`src/rtl/t5_pkg.sv`:
```
// Shared definitions for the t5 data-bus controller: FSM encoding,
// access size codes and the default bus timeout.
package t5_pkg;

  // Controller states: IDLE accepts a request, BUSY waits for the bus.
  typedef enum logic {
    ST_IDLE = 1'b0,
    ST_BUSY = 1'b1
  } state_e;

  // funct3[13:12] access size codes; 2'b11 is an illegal size.
  localparam logic [1:0] SZ_B = 2'b00;
  localparam logic [1:0] SZ_H = 2'b01;
  localparam logic [1:0] SZ_W = 2'b10;

  // Default bus timeout in cycles (only used when the timeout is built in).
  localparam int T5_TMO_DEF = 255;

endpackage

```
`src/rtl/t5_lanes.sv`:
```
// Byte-lane and misalignment decode for one load/store access.
// Purely combinational: size code plus the low address bits in,
// Wishbone byte select and a misaligned/illegal flag out.
module t5_lanes
  import t5_pkg::*;
(
  input  logic [1:0] size,
  input  logic [1:0] adr,
  output logic [3:0] sel,
  output logic       mis
);

  // Decode lanes per size; the illegal size reports as misaligned.
  always_comb begin
    sel = 4'h0;
    mis = 1'b0;
    case (size)
      SZ_B: sel = 4'h1 << adr;
      SZ_H: begin
        sel = adr[1] ? 4'hC : 4'h3;
        mis = adr[0];
      end
      SZ_W: begin
        sel = 4'hF;
        mis = |adr;
      end
      default: begin
        sel = 4'h0;
        mis = 1'b1;
      end
    endcase
  end

endmodule

```
`src/rtl/t5_dwbctl.sv`:
```
// t5 data Wishbone controller: turns execute-stage load/store requests
// into single registered Wishbone classic cycles, stalling the pipeline
// while the bus is busy.
// Optional feature macro: T5_DWB_TIMEOUT_EN adds a bus timeout counter
// (limit TMO cycles) that aborts a hung access and pulses derr.
//
// Handshake: the execute stage offers a request with xstb; the request is
// consumed on a rising edge where sena=1. sena=0 holds the pipeline. On the
// bus side cyc/stb stay asserted from BUSY entry until the edge following
// dwb_ack=1 (or the timeout terminal cycle); dwb_ack outside BUSY is ignored.
module t5_dwbctl
  import t5_pkg::*;
#(
  parameter int XLEN = 32,
  parameter int TMO  = T5_TMO_DEF
) (
  input  logic            sclk,
  input  logic            srst,
  input  logic            xstb,
  input  logic            xwre,
  input  logic [2:0]      xfn3,
  input  logic [XLEN-1:0] xadr,
  input  logic [XLEN-1:0] xdat,
  input  logic [1:0]      xhart,
  input  logic            dwb_ack,
  output logic            dwb_cyc,
  output logic            dwb_stb,
  output logic            dwb_we,
  output logic [XLEN-1:0] dwb_adr,
  output logic [3:0]      dwb_sel,
  output logic [XLEN-1:0] dwb_dto,
  output logic [3:0]      xsel,
  output logic            sena,
  output logic            dmis,
  output logic            derr,
  output logic [1:0]      dhart,
  output state_e          dbg_state
);

  state_e          state, state_nxt;
  logic [3:0]      lsel;
  logic            lmis;
  logic            start;
  logic            tmo_hit;
  logic [XLEN-1:0] rep_dat;

  // The unsigned flag is consumed by the writeback extender, not here.
  logic unused_fn3;
  assign unused_fn3 = xfn3[2];

  t5_lanes u_lanes (
    .size (xfn3[1:0]),
    .adr  (xadr[1:0]),
    .sel  (lsel),
    .mis  (lmis)
  );

  assign xsel      = dwb_sel;
  assign dbg_state = state;

  // Replicate store data across every lane the access could select.
  always_comb begin
    case (xfn3[1:0])
      SZ_B:    rep_dat = {(XLEN/8){xdat[7:0]}};
      SZ_H:    rep_dat = {(XLEN/16){xdat[15:0]}};
      default: rep_dat = xdat;
    endcase
  end

`ifdef T5_DWB_TIMEOUT_EN
  localparam int CW = (TMO < 2) ? 1 : $clog2(TMO + 1);
  logic [CW-1:0] tmo_cnt;
  logic          derr_q;

  assign tmo_hit = (tmo_cnt == CW'(TMO));
  assign derr    = derr_q;

  // Count unacknowledged BUSY cycles; restart on every new access.
  always_ff @(posedge sclk) begin
    if (srst) begin
      tmo_cnt <= '0;
      derr_q  <= 1'b0;
    end else begin
      derr_q <= (state == ST_BUSY) && !dwb_ack && tmo_hit;
      if (start)
        tmo_cnt <= '0;
      else if ((state == ST_BUSY) && !dwb_ack && !tmo_hit)
        tmo_cnt <= tmo_cnt + 1'b1;
    end
  end
`else
  assign tmo_hit = 1'b0;
  assign derr    = 1'b0;
`endif

  // Next state and pipeline enable; sena defaults high everywhere else.
  always_comb begin
    state_nxt = state;
    sena      = 1'b1;
    start     = 1'b0;
    if (!srst) begin
      case (state)
        ST_IDLE: begin
          if (xstb && !lmis) begin
            sena      = 1'b0;
            start     = 1'b1;
            state_nxt = ST_BUSY;
          end
        end
        ST_BUSY: begin
          if (dwb_ack || tmo_hit) begin
            sena      = 1'b1;
            state_nxt = ST_IDLE;
          end else begin
            sena = 1'b0;
          end
        end
        default: state_nxt = ST_IDLE;
      endcase
    end
  end

  // State register.
  always_ff @(posedge sclk) begin
    if (srst) state <= ST_IDLE;
    else      state <= state_nxt;
  end

  // Registered bus controls, data, hart tag and the misalign pulse.
  always_ff @(posedge sclk) begin
    if (srst) begin
      dwb_cyc <= 1'b0;
      dwb_stb <= 1'b0;
      dwb_we  <= 1'b0;
      dwb_adr <= '0;
      dwb_sel <= 4'h0;
      dwb_dto <= '0;
      dmis    <= 1'b0;
      dhart   <= 2'd0;
    end else begin
      dmis <= 1'b0;
      if (start) begin
        dwb_cyc <= 1'b1;
        dwb_stb <= 1'b1;
        dwb_we  <= xwre;
        dwb_adr <= {xadr[XLEN-1:2], 2'b00};
        dwb_sel <= lsel;
        dwb_dto <= rep_dat;
        dhart   <= xhart;
      end else if ((state == ST_IDLE) && xstb && lmis) begin
        dmis  <= 1'b1;
        dhart <= xhart;
      end else if ((state == ST_BUSY) && (state_nxt == ST_IDLE)) begin
        dwb_cyc <= 1'b0;
        dwb_stb <= 1'b0;
        dwb_we  <= 1'b0;
      end
    end
  end

endmodule

```
`config.mk`:
```
export PLATFORM = sky130hd
export DESIGN_NAME = t5_dwbctl
export DESIGN_NICKNAME = d
export VERILOG_FILES = /design/src/rtl/t5_pkg.sv /design/src/rtl/t5_lanes.sv /design/src/rtl/t5_dwbctl.sv
export SDC_FILE = /design/constraint.sdc
export NUM_CORES = 1
export LEC_CHECK = 0
export ABC_AREA = 1
export BUFFER_PORTS_ARGS = -buffer_cell sky130_fd_sc_hd__buf_2
export CORE_MARGIN = 3
export CORE_UTILIZATION = 35
export DETAILED_ROUTE_END_ITERATION = 10
export GPL_ROUTABILITY_DRIVEN = 0
export PLACE_DENSITY = 0.62
export SYNTH_ARGS = -nofsm -noshare
export SYNTH_HDL_FRONTEND = slang
export SYNTH_HIERARCHICAL = 1
export SYNTH_SLANG_ARGS = --single-unit
export TNS_END_PERCENT = 10
```
`constraint.sdc`:
```
create_clock -name sclk -period 2.8 [get_ports sclk]
set_input_delay 0.42 -clock sclk [delete_from_list [all_inputs] [get_ports sclk]]
set_output_delay 0.42 -clock sclk [all_outputs]
set_load 0.005 [all_outputs]
```
**Word level (Yosys, flattened, before mapping)**

Cells that the tools add are included.

- Eq/ne operators: 3
- Mux-type cells: 21
- Shift-type cells: 1
- Reduce and logical (&&, ||, !) cells: 11
- Bitwise logic cells: 2

Operators by type and width:

| cell | number |
|---|---|
| $pmux 32 s2 | 1 |
| $mux 1 | 13 |
| $pmux 4 s3 | 1 |
| $logic_and 1x1->1 | 4 |
| $mux 2 | 2 |
| $mux 4 | 1 |
| $pmux 1 s2 | 2 |
| $reduce_bool 2->1 | 2 |
| $reduce_or 2->1 | 2 |
| $shl 1x2->4 const A | 1 |
| $pmux 1 s3 | 1 |
| $eq 2x1->1 const B | 1 |
| $eq 2x2->1 const B | 1 |
| $logic_not 2->1 | 1 |
| $ne 2x2->1 const B | 1 |
| $not 1->1 | 2 |
| $reduce_and 2->1 | 1 |
| $logic_not 1->1 | 1 |

- Input port bits: 74
- Output and inout bits: 81
- Word-level logic and storage cells: 46
- Flip-flop bits (word level): 72

**Depth between registers and ports, before layout**

- Word-level depth: 12
- Depth in mapped cells: 8

**Modules after synthesis**

Netlist, hierarchy kept.

By module, submodules not included:

| module | sequential area each (um^2) | instances | cells each | area an instance (um^2) |
|---|---|---|---|---|
| t5_dwbctl | 1441.4 | 1 | 401 | 2949.1 |
| t5_lanes | 0.0 | 1 | 19 | 76.3 |

**Worst setup path after synthesis**

Ideal clock, no wire load.

- Kind: input port to output port
- Start point: input port xfn3[0]
- End point: output port sena
- Arrival time: 1.175 ns
- Slack: 1.205 ns
- Stages: 7
- Data required time: 2.380 ns
- Cells stage by stage: o21ai_0 -> nand2_1 -> inv_1 -> nand3_4 -> buf_4 -> nand2_1 -> inv_1

- Word-level cells in the longest chain between the ends: 7
- Elaborated cells on any way between the ends: 9
- Those cells by class: eq/ne (2); mux (4); reduce/logical (3)

RTL lines:

| item | line | text |
|---|---|---|
| start, declared | t5_dwbctl.sv:21 | `input logic [2:0] xfn3,` |
| $eq 2x2->1 (tied with other cells) | t5_lanes.sv:17 | `case (size)` |
| $pmux 1 s3 * | t5_lanes.sv:17 |  |
| net lmis | t5_dwbctl.sv:42 | `logic lmis;` |
| $logic_not 1->1 * | t5_dwbctl.sv:104 | `if (xstb && !lmis) begin` |
| $logic_and 1x1->1 * | t5_dwbctl.sv:104 |  |
| $mux 1 * | t5_dwbctl.sv:104 |  |
| $pmux 1 s2 * | t5_dwbctl.sv:102 | `case (state)` |
| $mux 1 * | t5_dwbctl.sv:101 | `if (!srst) begin` |
| end, declared | t5_dwbctl.sv:33 | `output logic sena,` |

The timed path passes the listed nets; every way through them passes the cells marked *.

**Worst setup path after layout**

Ends and elaborated chain as after synthesis.

==> qor_table.md <==
| Result | This run |
|:---|:---|
| Final-layout worst hold slack | 0.263 ns |
| Synthesis-to-layout area growth | 28.8% |
| Number of DRC markers after the initial detailed-route iteration | 110 |
| Worst endpoint required time | 2.38 ns |
| Number of distinct library cells after synthesis | 21 |
| CP max stage cell | sky130_fd_sc_hd__nand3_4 |
| Max-Slew Margin vs Limit | 0.530 |
| Hold-critical path endpoint | dwb_adr[28] |
| Leak | 2.26 nW |
| Hold path startpoint | xadr[28] |
| Pin count of the biggest net entering global routing | 67 |
| Register-to-Register Setup Slack | 1.28 ns |
| Startpoint of the worst-slack reg-to-reg timing path | dbg_state |
| Hold Path Class | primary input to flip-flop |
| Final setup violation count | 0 |
| Arrival @ worst endpoint | 1.62 ns |
| Post-synthesis area per instance | 7.20 sq um |
| Switching Share | 0.281 |
| Number of buffers created by CTS | 9 |
| Layout cells sized above 1 | 0.316 |
| Status | completed |
| Depth of the worst register-to-register path | 5 |
| Die ar. | 9800 sq um |
| Initial cell density of the core | 0.365 |
| Final critical-path required period | 2.04 ns |
| Final standard cell area without fillers | 3900 sq um |
| Crit-path leading delay family | buffers and inverters |
| Vias per Instance | 4.74 |
| Number of antenna cells inserted | 0 |
| Core Area | 8300 sq um |
| Number of buffers inserted for hold repair after clock tree synthesis | 0 |
| TritonCTS clock tree | yes |
| Post-synthesis cell area | 3030 sq um |
| Gate count of the mapped netlist | 420 |
| Half-perimeter wire length of the detailed placement result | 6130 um |
| Post-DRT Antenna Nets | 0 |
| Part of the total power dissipated in sequential elements | 0.525 |
| Worst stage delay on the critical path | 0.22 ns |
| Worst Setup Start Kind | primary input |
| Critical path endpoint category | output port |
| Global-route usage over all layers | 0.179 |
| Power per unit of standard cell area | 542 nW/um^2 |
| Yosys Warn Count | 6 |
| Routed length per placed instance | 13.2 um |
| Count of input and output buffers | 150 |
| Critical path start-end classification | primary input to output port |
| Count of standard-cell rows | 33 |
| Placed Area | 3730 sq um |
| Detailed Routing Iterations Pass 1 | 4 |
| Setup Fix Bufs, Post-CTS | 0 |
| Critical path buffer and inverter count | 4 |
| Clock root cell | sky130_fd_sc_hd__clkbuf_8 |
| Sequence of cells on the critical path | buf_2, o21ai_0, nand2_1, inv_1, nand3_4, nand2_1, inv_1, buf_2 |
| Internal power of the cells | 0.00152 W |
| Number of top-level design ports | 155 |
| Number of global-route vias before repair | 3,071 |
| DRC Markers | 0 |
| Floorplan die width | 99.0 um |
| Hold violation total from the final report | 0 |
| # resized after CTS | 0 |
| Actual slew at the worst max-slew pin | 0.705 ns |
| Clk sinks | 72 |
| Insertion delay to the later sink of the worst-skew pair | 0.34 ns |
| P_sw | 0.000593 W |
| Cell Count, Final, Fillers Out | 665 |
| Max Fclk | 489 MHz |
| Number of antenna violations at the first check in global routing | 0 |
| Number of cells on the worst hold path | 3 |
| Combinational fraction of design power | 0.142 |
| Maximum ir drop on the vdd rail | 0.238 mV |
| Worst flop-to-flop path endpoint | dwb_adr[15] |
| Register bit total from synthesis | 72 |
| Fin. max-slew vios | 0 |
| Die Ht | 99.0 um |
| Buffer depth of the longest clock path | 2 |
| Number of max-cap violations | 0 |
| Setup total negative slack | 0 ns |
| Sequential-to-total area share from yosys stat | 0.476 |
| Fin nets | 630 |
| RSZ-0062 raised after global routing | no |
| Largest fanout on the critical path | 18 |
| Level count of the clock H-tree | 3 |
| Global-route wire length before repair | 14,400 um |
| Via total after detailed routing | 3,155 |
| GRT Residual Overflow | 0 |
| Post-route clock skew | 0.0108 ns |
| Final cycle utilization of the critical path | 0.730 |
| Inst Count DP | 650 |
| Worst-path clk slew | 0.08 ns |
| Relative contribution of the clock network to total power | 0.333 |
| Total routed wirelength | 8780 um |
power groups by stage:
| stage | Clock [W] | Sequential, W | Combinational (W) |
|---|---|---|---|
| 2_1_floorplan | 0 | 0.00114 | 0.000157 |
| 4_1_cts | 0.000725 | 0.00111 | 0.000304 |
| 3_5_place_dp | 0 | 0.00113 | 0.000303 |
| 6_report | 0.000702 | 0.00111 | 0.000300 |
| 5_1_grt | 0.000773 | 0.00111 | 0.000343 |
| 3_3_place_gp | 0 | 0.00113 | 0.000300 |
per-stage QoR:
step | setup WS (ns) | utilization | total power [W]
detailed placement | 0.653 | 0.450 | 0.00143
global placement | 0.691 | 0.450 | 0.00143
global route | 0.585 | 0.469 | 0.00223
finish | 0.756 | 0.469 | 0.00211
CTS | 0.712 | 0.469 | 0.00214
floorplan | 1.21 | - | 0.00129
flip-flops by register name, indices dropped and copies added (netlist names):
name	cells
dwb_dto	32
dwb_adr	30
dwb_sel	4
dhart	2
dbg_state	1
dmis	1
dwb_stb	1
dwb_we	1
synthesized netlist by cell type:
cell / instances / area share
sky130_fd_sc_hd__dfxtp_1: 72 / 0.48
sky130_fd_sc_hd__nand3_1: 76 / 0.13
sky130_fd_sc_hd__nand3_4: 1 / 0.0058
sky130_fd_sc_hd__a21oi_1: 2 / 0.0033
sky130_fd_sc_hd__inv_4: 1 / 0.0021
sky130_fd_sc_hd__buf_2: 14 / 0.023
sky130_fd_sc_hd__buf_6: 6 / 0.022
sky130_fd_sc_hd__nand2_1: 164 / 0.20
sky130_fd_sc_hd__nand4_1: 2 / 0.0041
sky130_fd_sc_hd__inv_1: 20 / 0.025
sky130_fd_sc_hd__nor3_1: 1 / 0.0017
sky130_fd_sc_hd__o21ai_1: 1 / 0.0017
sky130_fd_sc_hd__clkbuf_1: 2 / 0.0025
sky130_fd_sc_hd__nor2_1: 17 / 0.021
sky130_fd_sc_hd__conb_1: 1 / 0.0012
sky130_fd_sc_hd__o21ai_0: 20 / 0.033
sky130_fd_sc_hd__inv_2: 2 / 0.0025
sky130_fd_sc_hd__nor2_4: 1 / 0.0037
sky130_fd_sc_hd__o21bai_1: 6 / 0.015
sky130_fd_sc_hd__buf_4: 9 / 0.022
sky130_fd_sc_hd__nor2_2: 2 / 0.0041
cells by family (layout without fill, tap and decap cells):
kind of cell    count (synthesis)  in the layout  share of synthesized area
simple gates                  264            264                      0.370
buf+inv                        54            192                     0.0997
compound gates                 29             29                     0.0529
other cells                     1              3                    0.00124
flops                          72             72                      0.476
worst max path at each step:
stage / from / to / slack [ns] / cells after the start
2_1_floorplan: xfn3[0] / sena / 1.21 / 7
3_3_place_gp: xfn3[0] / dwb_adr[15] / 0.69 / 8
3_5_place_dp: xfn3[0] / dwb_adr[15] / 0.65 / 8
4_1_cts: xfn3[0] / sena / 0.71 / 8
5_1_grt: xfn3[0] / sena / 0.59 / 8
6_report: xfn3[0] / sena / 0.76 / 8
worst register-to-register path, cell delays in order, from the launching register on:
cell and delay (ns):
sky130_fd_sc_hd__dfxtp_1 0.36, sky130_fd_sc_hd__nor2_4 0.17, sky130_fd_sc_hd__nand3_4 0.21, sky130_fd_sc_hd__inv_4 0.48, sky130_fd_sc_hd__nand2_1 0.15, sky130_fd_sc_hd__nand2_1 0.09
cell usage in the layout, fill, tap and decap left out, drive strengths merged:
| master | n |
|---|---|
| nor2 | 20 |
| nor3 | 1 |
| inv | 23 |
| o21bai | 6 |
| dfxtp | 72 |
| nand4 | 2 |
| o21ai | 21 |
| clkbuf | 9 |
| clkinv | 3 |
| conb | 3 |
| buf | 154 |
| clkinvlp | 3 |
| a21oi | 2 |
| nand2 | 164 |
| nand3 | 77 |
cell type report:
type                       instances  area (sq um)
inverter                          23          88.8
clock buffer                       9           124
tap                              105           131
multi-input combinational        296          1290
timing repair buffer             154           781
clock inverter                     6          37.5
fill                             900          4400
sequential                        72          1440
per-layer routing:
metal,track usage,routed length [um],up-vias
met2,0.285,3960,122
met5,0,0,-
met4,0.0494,119,0
li1,-,-,1598
met3,0.0616,779,13
met1,0.230,3920,1422
Note: power is estimated with default switching activity, not from simulation.
